==> config.mk <==
export PLATFORM = sky130hd
export DESIGN_NAME = wb_ram_arbiter
export DESIGN_NICKNAME = d
export VERILOG_FILES = /design/src/rtl/wb_ram_arbiter.sv
export SDC_FILE = /design/constraint.sdc
export NUM_CORES = 1
export LEC_CHECK = 0
export BUFFER_PORTS_ARGS = -buffer_cell sky130_fd_sc_hd__buf_2
export CORE_AREA = 5 5 170 172
export CTS_BUF_LIST = sky130_fd_sc_hd__clkbuf_16
export CTS_CLUSTER_DIAMETER = 40
export DETAILED_ROUTE_END_ITERATION = 8
export DIE_AREA = 0 0 175 177
export GPL_TIMING_DRIVEN = 0
export HOLD_SLACK_MARGIN = 0.15
export SKIP_LAST_GASP = 1
export SYNTH_ARGS = -nofsm -noshare
export SYNTH_HDL_FRONTEND = slang
export SYNTH_SLANG_ARGS = --single-unit
==> constraint.sdc <==
create_clock -name wb_clk_i -period 3.58 [get_ports wb_clk_i]
set_input_delay 0.895 -clock wb_clk_i [delete_from_list [all_inputs] [get_ports wb_clk_i]]
set_output_delay 0.895 -clock wb_clk_i [all_outputs]
set_load 0.01 [all_outputs]
==> src/rtl/wb_ram_arbiter.sv <==
// Round-robin Wishbone arbiter: NUM_MASTERS masters share one RAM slave port,
// with a per-transfer stall timeout that terminates the owner with an error.
module wb_ram_arbiter #(
    parameter int NUM_MASTERS = 3,
    parameter int AW          = 32,
    parameter int DW          = 32,
    parameter int TIMEOUT     = 255
) (
    input  logic                     wb_clk_i,
    input  logic                     wb_rst_i,
    input  logic [NUM_MASTERS*AW-1:0] wbm_adr_i,
    input  logic [NUM_MASTERS*DW-1:0] wbm_dat_i,
    input  logic [NUM_MASTERS*4-1:0]  wbm_sel_i,
    input  logic [NUM_MASTERS-1:0]    wbm_we_i,
    input  logic [NUM_MASTERS-1:0]    wbm_cyc_i,
    input  logic [NUM_MASTERS-1:0]    wbm_stb_i,
    input  logic [NUM_MASTERS*3-1:0]  wbm_cti_i,
    input  logic [NUM_MASTERS*2-1:0]  wbm_bte_i,
    output logic [NUM_MASTERS*DW-1:0] wbm_dat_o,
    output logic [NUM_MASTERS-1:0]    wbm_ack_o,
    output logic [NUM_MASTERS-1:0]    wbm_err_o,
    output logic [NUM_MASTERS-1:0]    wbm_rty_o,
    output logic [AW-1:0]             wbs_adr_o,
    output logic [DW-1:0]             wbs_dat_o,
    output logic [3:0]                wbs_sel_o,
    output logic                      wbs_we_o,
    output logic                      wbs_cyc_o,
    output logic                      wbs_stb_o,
    output logic [2:0]                wbs_cti_o,
    output logic [1:0]                wbs_bte_o,
    input  logic [DW-1:0]             wbs_dat_i,
    input  logic                      wbs_ack_i,
    input  logic                      wbs_err_i,
    input  logic                      wbs_rty_i,
    output logic [NUM_MASTERS-1:0]    grant_o
);

    localparam int GW = (NUM_MASTERS > 1) ? $clog2(NUM_MASTERS) : 1;
    localparam int CW = $clog2(TIMEOUT + 1);

    typedef enum logic {IDLE, BUSY} state_e;

    state_e                 state_q, state_d;
    logic [NUM_MASTERS-1:0] grant_q, grant_d;
    logic [GW-1:0]          last_q, last_d;
    logic [CW-1:0]          cnt_q, cnt_d;
    logic                   busy, timeout, term, found;
    int                     idx;

    always_ff @(posedge wb_clk_i or posedge wb_rst_i) begin
        if (wb_rst_i) begin
            state_q <= IDLE;
            grant_q <= '0;
            last_q  <= GW'(NUM_MASTERS - 1);
            cnt_q   <= '0;
        end else begin
            state_q <= state_d;
            grant_q <= grant_d;
            last_q  <= last_d;
            cnt_q   <= cnt_d;
        end
    end

    // last_q always names the current owner while BUSY
    always_comb begin
        state_d = state_q;
        grant_d = grant_q;
        last_d  = last_q;
        cnt_d   = cnt_q;
        found   = 1'b0;
        idx     = 0;
        busy    = (state_q == BUSY);
        timeout = busy && wbm_cyc_i[last_q] && (cnt_q == CW'(TIMEOUT));
        term    = busy && (wbs_ack_i || wbs_err_i || wbs_rty_i || timeout);
        unique case (state_q)
            IDLE: begin
                if (|wbm_cyc_i) begin
                    for (int i = 1; i <= NUM_MASTERS; i++) begin
                        idx = (int'(last_q) + i) % NUM_MASTERS;
                        if (!found && wbm_cyc_i[idx]) begin
                            found        = 1'b1;
                            last_d       = GW'(idx);
                            grant_d      = '0;
                            grant_d[idx] = 1'b1;
                        end
                    end
                    state_d = BUSY;
                    cnt_d   = '0;
                end
            end
            BUSY: begin
                if (!wbm_cyc_i[last_q]) begin
                    state_d = IDLE;
                    grant_d = '0;
                    cnt_d   = '0;
                end else if (term) begin
                    cnt_d = '0;
                end else if (wbm_stb_i[last_q]) begin
                    cnt_d = cnt_q + CW'(1);
                end
            end
            default: state_d = IDLE;
        endcase
    end

    always_comb begin
        wbm_dat_o = {NUM_MASTERS{wbs_dat_i}};
        wbm_ack_o = '0;
        wbm_err_o = '0;
        wbm_rty_o = '0;
        wbs_adr_o = '0;
        wbs_dat_o = '0;
        wbs_sel_o = '0;
        wbs_we_o  = 1'b0;
        wbs_cyc_o = 1'b0;
        wbs_stb_o = 1'b0;
        wbs_cti_o = '0;
        wbs_bte_o = '0;
        grant_o   = grant_q;
        if (busy) begin
            wbs_adr_o = wbm_adr_i[int'(last_q)*AW +: AW];
            wbs_dat_o = wbm_dat_i[int'(last_q)*DW +: DW];
            wbs_sel_o = wbm_sel_i[int'(last_q)*4 +: 4];
            wbs_cti_o = wbm_cti_i[int'(last_q)*3 +: 3];
            wbs_bte_o = wbm_bte_i[int'(last_q)*2 +: 2];
            wbs_we_o  = wbm_we_i[last_q];
            wbs_cyc_o = wbm_cyc_i[last_q];
            wbs_stb_o = wbm_stb_i[last_q] && !timeout;
            wbm_ack_o[last_q] = wbs_ack_i && !timeout;
            wbm_err_o[last_q] = wbs_err_i || timeout;
            wbm_rty_o[last_q] = wbs_rty_i && !timeout;
        end
    end

endmodule

# Word level (Yosys, flattened, before mapping)
# Index checks and enable logic that the tools add are counted.
[totals]
ff_bits = 14
input_bits = 265
elab_cells = 115
[op_classes]
addsub = 4
mul = 1
n_div = 3
n_lt_le_gt_ge = 8
eq_ne = 5
shifts = 5
mux = 57
n_bitwise = 4
n_reduce_logical = 24
[ops]
columns = ["op", "count"]
rows = [
  ["$shiftx 96x8->32", 2],
  ["$ge 32x1->1 const B", 3],
  ["$lt 32x4->1 const B", 3],
  ["$mod 32x3->32 const B", 3],
  ["$mux 32", 2],
  ["$mux 8", 4],
  ["$mux 3", 9],
  ["$mux 1", 24],
  ["$pmux 8 s2", 1],
  ["$bmux 1 s2", 6],
  ["$logic_and 1x1->1", 12],
  ["$shiftx 12x5->4", 1],
  ["$and 3x3->3", 3],
  ["$shiftx 9x5->3", 1],
  ["$add 8x1->8 const B", 1],
  ["$demux 1 s2", 4],
  ["$eq 8x8->1 const B", 1],
  ["$mux 2", 4],
  ["$add 2x2->3 const B", 2],
  ["$pmux 3 s2", 1],
  ["$reduce_and 3->1", 2],
  ["$shiftx 6x4->2", 1],
  ["$logic_or 1x1->1", 4],
  ["$mul 2x2->4 const B", 1],
  ["other kinds (13)", 16],
]

# Depth between registers and ports, before layout
# Gate-level depths: netlist of run 1.
[depth]
depth_word = 18
ltp_mapped = 11
depth_no_buf = 7

# Worst setup path before layout of run 1
# OpenSTA, ideal clock, no wires.
[synth_path]
path_kind = "in2out"
start = "input wbm_cyc_i[2]"
end = "output wbm_err_o[2]"
t_arrival_ns = 2.013
t_required_ns = 2.685
slack_ns = 0.672
stages = 6
path_cell_list = "buf_2 -> mux2i_1 -> a2bb2oi_1 -> or3_1 -> nor2b_1 -> nor2_1"
[synth_between]
elab_chain_len = 7
[synth_rtl]
columns = ["element", "line_no", "rtl"]
rows = [
  ["start, declared", "15", "input logic [NUM_MASTERS-1:0] wbm_cyc_i,"],
  ["$bmux 1 s2", "73", "timeout = busy && wbm_cyc_i[last_q] && (cnt_q == CW'(TIMEOUT));"],
  ["$mux 1 (implied by the code)", "73", ""],
  ["$logic_and 1x1->1 (2 in a row)", "73", ""],
  ["$logic_or 1x1->1", "130", "wbm_err_o[last_q] = wbs_err_i || timeout;"],
  ["$and 3x3->3 (no source line)", "--", ""],
  ["$mux 3", "120", "if (busy) begin"],
  ["end, declared", "21", "output logic [NUM_MASTERS-1:0] wbm_err_o,"],
]
# Every way passes these cells. The select of a mux whose other input is x is not followed.

# Worst setup path after layout of run 1
[layout_path]
start = "register last_q[1]"
end = "output wbm_ack_o[1]"
[layout_between]
elab_chain_len = 8
[layout_rtl]
columns = ["element", "line_no", "rtl"]
rows = [
  ["start, declared", "45", "logic [GW-1:0] last_q, last_d;"],
  ["start signal, assigned", "54", "last_q <= GW'(NUM_MASTERS - 1);"],
  ["start signal, assigned", "59", "last_q <= last_d;"],
  ["branches (longest 6 deep; another with $lt 2x3->1)", "--", ""],
  ["$and 3x3->3 (no source line) *", "--", ""],
  ["$mux 3 *", "120", ""],
  ["end, declared", "20", "output logic [NUM_MASTERS-1:0] wbm_ack_o,"],
]
# Every way passes the cells marked *. The select of a mux whose other input is x is not followed.

==> results.toml, run 1 <==
[worst_setup_path]
reg2reg_from = "last_q[0]$_DFFE_PP0P_"
crit_chain = "buf_2 > buf_4 > clkbuf_4 > inv_1 > ha_1 > buf_2 > nand2_1 > nor2_1 > buf_2"
required_ns = 2.68
crit_path_start = "last_q[1]$_DFFE_PP1P_"
critPathCaptureType = "output port"
path_buf_inv = 6
critPathSlowestCell = "dfstp_2"
crit_path_max_incr_delay_ns = 0.53
worstPathArrival_ns = 2.51
path_class = "register to output port"
startpoint_type = "register"
crit_top_cell = "buf_2"
r2r_slack_ns = 0.42
r2r_cells = 11
crit_fanout = 10
crit_end = "wbm_ack_o[1]"
r2r-end = "grant_o[0]$_DFFE_PP0P_"
cp.depth = 9
crit_family = "buffers and inverters"

[synth]
synth.area.top_cells = "mux2i_1 (22%), buf_4 (20%), nor2_1 (17%)"
syn_inst = 579
synth-seq-cells = 14
postSynth.asyncResetShare_pct = 100.0
synth.top_cell.area_share_pct = 21.62
yosys_warnings = 0
synth_edf_count = 0
syn_avg_cell_area_um2 = 6.476
synth_area_mm2 = 0.003750
synth_ff_type = "dfrtp_1"
ys_seq_area_share_pct = 9.376
synth_top_cell_by_area = "mux2i_1"
netlist-cell-type-count = 45
synth_fp_nets = 850

[timing]
finalSetupViolations = 0
hold_viol = 0
worst_pin_slew_ns = 0.8924
hold_ws_ns = 0.4904
max_freq_mhz = 294.0
relSlewSlack_pct = 40.51
slew_violations = 0
fin_tns_setup_ns = 0
setup_ws_ns = 0.1790
rsz0062_at_grt = "no"
fin_crit_sh_pct = 95.00
fin_crit_ns = 3.401
skew_ns = 0.003807

[routing]
drtAntennaViolNets = 0
drt_pass1_iterations = 6
vias_per_cell = 4.061
drc = 0
wire_per_inst_um = 16.31
via_count = 5458
drt-total-wl_um = 21920
first_iter_violations = 223

[clock_tree]
cts_buffer_depth = 2
tritoncts = "done"
clock_latency_ns = 0.25
cts_root_buf = "clkbuf_16"
cts_made_buffers = 3
cts_max_level = 1
clk_pin_slew_ns = 0.05
postCtsSetupRepairBufs = 0
cts_hold_buf = 0
cts.sinks = 14
post_cts_resized = 2

[floorplan]
chipHeight_um = 177
dieArea_mm2 = 0.03098
core_area_mm2 = 0.02732
pin_count = 449
rows = 61
start_util_pct = 13.72
fp.dieW_um = 175

[min_path]
hp-class = "register to register"

[global_routing]
grt_pass1_wl_um = 30600
track_usage_pct = 12.53
antenna_found_initial = 0
grt_pass1_vias = 5198
grt_max_degree = 15
gr-total-overflow = 0

[place]
hpwl_um = 19050
numPortBuffers = 415
gp_congestion = 0.8773
pre_cts_ws_ns = -0.05193

[final_layout]
layout_commonest_cell = "buf_2"
syn2layout_area_growth_pct = 69.27
drive_gt1_share_pct = 54.31
nFillCells = 3157
most-common-layout-cells = "buf_2 (429), nor2_1 (165), buf_4 (99)"
final_nets = 1270
n_antenna_cell = 0

[power_and_ir_drop]
p_leak_nw = 3.581
ir_worst_vdd_mv = 0.1828
power_density_mw_per_mm2 = 608.8

[run_status]
status = "completed"

[job]
cap_violations = 0
-- area by class of cell --
| class | count | area, um^2 | area share, % |
|---|---|---|---|
| inverters | 12 | 45.04 | 0.7096 |
| flip-flops and latches | 14 | 351.6 | 5.539 |
| plain buffers | 138 | 922.1 | 14.53 |
| multi-input cells | 415 | 2440 | 38.44 |
| repair buffers | 415 | 2077 | 32.72 |
| clock buffers | 3 | 75.07 | 1.183 |
| well taps | 346 | 432.9 | 6.820 |
| clock inverters | 1 | 3.754 | 0.05914 |
-- power breakdown --
group	internal, W	switching, W	total (W)
registers	0.000196	0.0000257	0.000222
clock network	0.000148	0.0000724	0.000221
logic	0.00129	0.00213	0.00342
total	0.00164	0.00223	0.00386
-- cells in the mapped netlist (2+ instances only) --
cell type / instances
a211oi_1: 2
a21oi_1: 80
a31oi_1: 3
and3_1: 3
and4_1: 3
buf_1: 11
buf_2: 16
buf_4: 98
clkbuf_1: 12
dfrtp_1: 13
ha_1: 6
inv_1: 12
mux2i_1: 81
nand2_1: 16
nand3_1: 9
nand4_1: 5
nor2_1: 165
nor2b_1: 3
nor3_1: 4
o211ai_1: 2
o21ai_0: 6
o21ai_1: 3
o32ai_1: 3
or3_1: 2
-- cell families (layout without fill, tap and decap cells) --
logic type | after synthesis | count (layout) | synth area share [%]
simple gates | 216 | 216 | 23.99
buf+inv | 150 | 569 | 25.56
compound gates | 112 | 112 | 17.45
mux | 81 | 81 | 21.62
flops | 14 | 14 | 9.376
fa+ha+maj | 6 | 6 | 2.002
-- layer usage --
layer / GRT usage [%] / routed length [um]
met3: 1.816 / 1350
met2: 22.37 / 10920
met5: 0 / 0
met1: 16.59 / 9472
met4: 1.342 / 182
-- per-stage QoR --
step / cell area [um^2] / instances / total power, W / util [%]
2_1_floorplan: 3750 / 579 / 0.002313 / -
3_3_place_gp: 6260 / 1340 / 0.003654 / 22.91
3_5_place_dp: 6260 / 1340 / 0.003683 / 22.91
4_1_cts: 6342 / 1344 / 0.003920 / 23.21
5_1_grt: 6347 / 1344 / 0.004182 / 23.23
6_report: 6347 / 1344 / 0.003864 / 23.23
-- worst min path at each step --
stage                                     from                   end  slack (ns)  cells after the start
after global routing      cnt_q[7]$_DFFE_PP0P_  cnt_q[7]$_DFFE_PP0P_        0.53                      1
after detailed placement  cnt_q[7]$_DFFE_PP0P_  cnt_q[7]$_DFFE_PP0P_        0.49                      1
after floorplan           cnt_q[7]$_DFFE_PP0P_  cnt_q[7]$_DFFE_PP0P_        0.45                      1
after CTS                 cnt_q[7]$_DFFE_PP0P_  cnt_q[7]$_DFFE_PP0P_        0.49                      1
after global placement    cnt_q[7]$_DFFE_PP0P_  cnt_q[7]$_DFFE_PP0P_        0.48                      1
final                     cnt_q[7]$_DFFE_PP0P_  cnt_q[7]$_DFFE_PP0P_        0.49                      1
-- flip-flops by register name, summed over array words and instances (netlist names) --
signal	flops
last_q	2
grant_o	3
cnt_q	8
busy	1
(Power assumes the default switching activity.)
==> run 2: changes to the inputs <==
--- a/config.mk
+++ b/config.mk
@@ -6,11 +6,11 @@
 export NUM_CORES = 1
 export LEC_CHECK = 0
 export BUFFER_PORTS_ARGS = -buffer_cell sky130_fd_sc_hd__buf_2
-export CORE_AREA = 5 5 170 172
+export CORE_AREA = 5 5 173 175
 export CTS_BUF_LIST = sky130_fd_sc_hd__clkbuf_16
-export CTS_CLUSTER_DIAMETER = 40
+export CTS_CLUSTER_DIAMETER = 100
 export DETAILED_ROUTE_END_ITERATION = 8
-export DIE_AREA = 0 0 175 177
+export DIE_AREA = 0 0 178 180
 export GPL_TIMING_DRIVEN = 0
 export HOLD_SLACK_MARGIN = 0.15
 export SKIP_LAST_GASP = 1
==> run 2 against run 1 <==
Effect of this change:
- count of clock-buffer cells in the layout stayed put
- first-iteration DRC count is 8.5% higher
- combinational power hardly changed
==> results.toml, run 2 (synthesis gave the netlist of run 1 again) <==
[final_layout]
most-common-layout-cells = "buf_2 (428), nor2_1 (165), buf_4 (99)"
nFillCells = 3265
drive_gt1_share_pct = 54.41
regArea_um2 = 351.6
layout_commonest_cell = "buf_2"
multiInputGateArea_mm2 = 0.002444
fin_util_pct = 22.61
final_nets = 1270
syn2layout_area_growth_pct = 70.70
largest_reg_flops = 8
n_antenna_cell = 0
regMostFlops = "cnt_q"

[global_routing]
antenna_found_initial = 0
gr-total-overflow = 0
grt_max_degree = 15
grt_pass1_wl_um = 31620
grt_pass1_vias = 5393
track_usage_pct = 12.44

[clock_tree]
cts_buffer_depth = 2
clock_latency_ns = 0.25
tritoncts = "done"
cts.sinks = 14
cts_root_buf = "clkbuf_16"
cts_hold_buf = 0
clk_pin_slew_ns = 0.05
postCtsSetupRepairBufs = 0
cts_made_buffers = 3
cts_max_level = 1

[floorplan]
chipHeight_um = 180
core_area_mm2 = 0.02831
rows = 62
dieArea_mm2 = 0.03204
fp.dieW_um = 178
start_util_pct = 13.24
pin_count = 449

[worst_setup_path]
critPathCaptureType = "output port"
r2r_slack_ns = 0.41
crit_fanout = 10
required_ns = 2.68
path_class = "register to output port"
r2r_cells = 11
worstPathArrival_ns = 2.49
startpoint_type = "register"
r2r-end = "grant_o[2]$_DFFE_PP0P_"
reg2reg_from = "last_q[0]$_DFFE_PP0P_"

[min_path]
worstHoldPathCells = 1
hp-start = "cnt_q[7]$_DFFE_PP0P_"
hp-class = "register to register"
hold_end = "cnt_q[7]$_DFFE_PP0P_"

[power_and_ir_drop]
ir_worst_vdd_mv = 0.2295
fin_total_pwr_w = 0.003835
p_leak_nw = 3.582
power_density_mw_per_mm2 = 599.1

[timing]
worst_pin_slew_ns = 0.8199
hold_viol = 0
relSlewSlack_pct = 45.34
slew_violations = 0
finalSetupViolations = 0
max_freq_mhz = 295.1
rsz0062_at_grt = "no"
fin_crit_ns = 3.388
fin_crit_sh_pct = 94.64
skew_ns = 0.001305

[job]
cap_violations = 0

[place]
gp_congestion = 0.8483
hpwl_um = 19070
numPortBuffers = 415

[routing]
drt-total-wl_um = 21740
drt_pass1_iterations = 4
first_iter_violations = 242
wire_per_inst_um = 15.73
drc = 0
drtAntennaViolNets = 0
vias_per_cell = 3.900
via_count = 5390

[run_status]
status = "completed"
run 2: critical path, stage by stage, from the launching register on:
cell	delay, ns
dfstp_2	0.54
buf_2	0.23
buf_4	0.28
clkbuf_4	0.30
inv_1	0.11
ha_1	0.22
buf_2	0.19
nand2_1	0.14
nor2_1	0.07
buf_2	0.14
run 2: worst max-delay path by stage:
stage | slack (ns) | startpoint | endpoint
2_1_floorplan | 0.67 | wbm_cyc_i[2] | wbm_err_o[2]
3_3_place_gp | -0.09 | last_q[0]$_DFFE_PP0P_ | grant_o[0]$_DFFE_PP0P_
3_5_place_dp | -0.19 | last_q[0]$_DFFE_PP0P_ | grant_o[2]$_DFFE_PP0P_
4_1_cts | -0.005 | last_q[0]$_DFFE_PP0P_ | wbm_err_o[2]
5_1_grt | 0.008 | last_q[1]$_DFFE_PP1P_ | wbm_rty_o[1]
6_report | 0.19 | last_q[1]$_DFFE_PP1P_ | wbm_rty_o[1]
run 2: per-layer routing:
metal	vias up	global-route usage, %	share of wire (%)
met5	-	0	0
met4	0	2.011	1.4
met3	19	2.101	8.0
met2	256	22.62	51
met1	2418	15.50	40
li1	2697	-	-
run 2: layout make-up:
class | count | area share, %
Multi-Input combinational cell | 415 | 38.17
Timing Repair Buffer | 415 | 32.45
Buffer | 138 | 14.44
Tap cell | 384 | 7.506
Sequential cell | 14 | 5.493
Clock buffer | 3 | 1.173
Inverter | 12 | 0.7037
Clock inverter | 1 | 0.05864
run 2: report_power, final:
part	switching [W]	total [W]	internal (W)	leakage, nW
registers	0.0000262	0.000223	0.000196	0.185
logic	0.00210	0.00339	0.00130	3.36
clock network	0.0000703	0.000219	0.000148	0.0385
run 2: timing repair:
item | in CTS | in global routing
hold endpoints to repair | 0 | 0
setup endpoints to repair | 15 | 11
pin swaps | 0 | 0
gates resized for setup | 2 | 6
run 2: per-stage QoR:
step                      setup WS (ns)  instance area (um^2)  hold slack, ns  setup TNS [ns]  std cells
after floorplan                  0.6718                  3750          0.4520               0        579
after global placement         -0.09083                  6307          0.4817         -0.2732       1378
after detailed placement        -0.1850                  6307          0.4863         -0.6983       1378
after CTS                     -0.004728                  6390          0.4936       -0.004728       1382
after global routing           0.007695                  6401          0.5376               0       1382
final                            0.1918                  6401          0.4979               0       1382
==> run 3: changes to the inputs <==
==> constraint.sdc (replaced) <==
create_clock -name wb_clk_i -period 3.9 [get_ports wb_clk_i]
set_input_delay 0.975 -clock wb_clk_i [delete_from_list [all_inputs] [get_ports wb_clk_i]]
set_output_delay 0.975 -clock wb_clk_i [all_outputs]
set_load 0.01 [all_outputs]
==> run 3 against run 2 <==
Effect of this change:
- combinational power shrank 8.3%
- core utilization is essentially flat
- first-iteration DRC count grew 21%
- sequential power shrank 8%
- power shrank 8.4%
- clock skew is essentially flat
- via count shrank 0.48%
- sequential cell count is the same
- critical path type unchanged
- critical endpoint unchanged
- largest cell class unchanged
- highest routed layer unchanged
==> results.toml, run 3 (synthesis gave the netlist of run 1 again) <==
[global_routing]
antenna_found_initial = 0
met2_usage_pct = 22.64
track_usage_pct = 12.45
grtUsageMet3_pct = 2.101
grt_most_used_layer = "met2"
grt_pass1_vias = 5393
gr-total-overflow = 0
gr-usage-met1_pct = 15.50
grt_max_degree = 15
grt_pass1_wl_um = 31630

[worst_setup_path]
critPathCaptureType = "output port"
crit_path_max_incr_delay_ns = 0.54
critPathSlowestCell = "dfstp_2"
crit_fanout = 10
crit_chain = "buf_2 > clkbuf_4 > buf_2 > inv_1 > ha_1 > buf_2 > nand2_1 > nor2_1 > buf_2"
crit_top_cell = "buf_2"
worstPathArrival_ns = 2.63
startpoint_type = "register"
path_class = "register to output port"
required_ns = 2.92

[place]
pre_cts_ws_ns = 0.1350
placed_cell_area_mm2 = 0.006307
hpwl_um = 19070
place_inst = 1378
gp_congestion = 0.8483
numPortBuffers = 415

[timing]
fin_crit_sh_pct = 92.39
setup_ws_ns = 0.2970
max_freq_mhz = 277.5
hold_viol = 0
hold_ws_ns = 0.4906
fin_tns_setup_ns = 0
slew_violations = 0
fin_crit_ns = 3.603
relSlewSlack_pct = 43.14
skew_ns = 0.001425
rsz0062_at_grt = "no"
worst_pin_slew_ns = 0.8529
finalSetupViolations = 0

[floorplan]
fp.dieW_um = 178
start_util_pct = 13.24
dieArea_mm2 = 0.03204
core_area_mm2 = 0.02831
chipHeight_um = 180
pin_count = 449
rows = 62

[run_status]
status = "completed"

[routing]
via_count = 5364
vias_per_cell = 3.881
drt_pass1_iterations = 4
wire_per_inst_um = 15.73
drtAntennaViolNets = 0
drt-total-wl_um = 21740
first_iter_violations = 293
drc = 0

[final_layout]
syn2layout_area_growth_pct = 70.40
nFillCells = 3264
largest_reg_flops = 8
final_nets = 1270
most-common-layout-cells = "buf_2 (430), nor2_1 (165), buf_4 (98)"
fin_cells = 1382
final_area_mm2 = 0.006390
regMostFlops = "cnt_q"
layout_commonest_cell = "buf_2"
drive_gt1_share_pct = 54.11
n_antenna_cell = 0

[power_and_ir_drop]
switching_power_w = 0.002015
switching_share_pct = 57.36
p_leak_nw = 3.575
pwr-share-seq_pct = 5.8
power_density_mw_per_mm2 = 549.8
ir_worst_vdd_mv = 0.1972
combPwrFrac_pct = 88.4
intPower_w = 0.001498
clkPwrFrac_pct = 5.7

[clock_tree]
cts_buffer_depth = 2
tritoncts = "done"
cts_made_buffers = 3
clk_pin_slew_ns = 0.05
clock_latency_ns = 0.25
cts_max_level = 1
cts_root_buf = "clkbuf_16"
cts.sinks = 14

[job]
cap_violations = 0

[min_path]
hp-class = "register to register"
==> run 3: cell count changes in the layout (fill, tap and decap cells not counted), sizes merged <==
cell | previous run | this run
buf | 537 | 540
clkbuf | 19 | 16
==> run 3: per-layer routing <==
| layer | part of all wire (%) | vias to the layer above |
|---|---|---|
| met2 | 51 | 264 |
| met4 | 1.5 | 0 |
| met1 | 40 | 2384 |
| met3 | 8.0 | 20 |
| met5 | 0 | - |
| li1 | - | 2696 |
==> run 3: worst paths after layout <==
kind,from,to,slack (ns),depth (start not counted)
min reg2reg,cnt_q[7]$_DFFE_PP0P_,cnt_q[7]$_DFFE_PP0P_,0.49,1
min,cnt_q[7]$_DFFE_PP0P_,cnt_q[7]$_DFFE_PP0P_,0.49,1
max,last_q[1]$_DFFE_PP1P_,wbm_rty_o[1],0.30,9
max reg2reg,last_q[0]$_DFFE_PP0P_,grant_o[2]$_DFFE_PP0P_,0.52,11
max in group asynchronous,wb_rst_i,last_q[1]$_DFFE_PP1P_,2.75,2
min in group asynchronous,wb_rst_i,cnt_q[3]$_DFFE_PP0P_,0.77,2
==> run 3: what timing repair did <==
action,in CTS,in global routing
buffers inserted,0,0
hold buffers,0,0
resized for setup,1,1
pin swaps,0,0
setup endpoints to repair,3,2
==> run 3: through the flow <==
stage | power, W | util (%)
floorplan | 0.002123 | -
global placement | 0.003348 | 22.28
detailed placement | 0.003367 | 22.28
CTS | 0.003581 | 22.56
global route | 0.003846 | 22.57
finish | 0.003513 | 22.57
==> run 3: cell type report <==
| type | instances | area (um^2) | share of cell area [%] |
|---|---|---|---|
| repair buffers | 415 | 2077 | 32.50 |
| flip-flops and latches | 14 | 351.6 | 5.502 |
| plain buffers | 138 | 917.1 | 14.35 |
| inverters | 12 | 45.04 | 0.7049 |
| clock buffers | 3 | 75.07 | 1.175 |
| clock inverters | 1 | 3.754 | 0.05874 |
| multi-input cells | 415 | 2440 | 38.18 |
| well taps | 384 | 480.5 | 7.519 |
==> run 3: power by group through the flow <==
| stage | Combinational [W] | Clock, W | Sequential [W] |
|---|---|---|---|
| after floorplan | 0.00192 | 0 | 0.000207 |
| after global placement | 0.00314 | 0 | 0.000206 |
| after detailed placement | 0.00316 | 0 | 0.000207 |
| after CTS | 0.00317 | 0.000205 | 0.000205 |
| after global routing | 0.00342 | 0.000211 | 0.000210 |
| final | 0.00311 | 0.000201 | 0.000205 |
==> run 3: critical path, delay by kind of cell, from the launching register on <==
family,cells,cell delay [ns]
buf+inv,6,1.39
flops,1,0.54
fa+ha+maj,1,0.23
simple gates,2,0.22
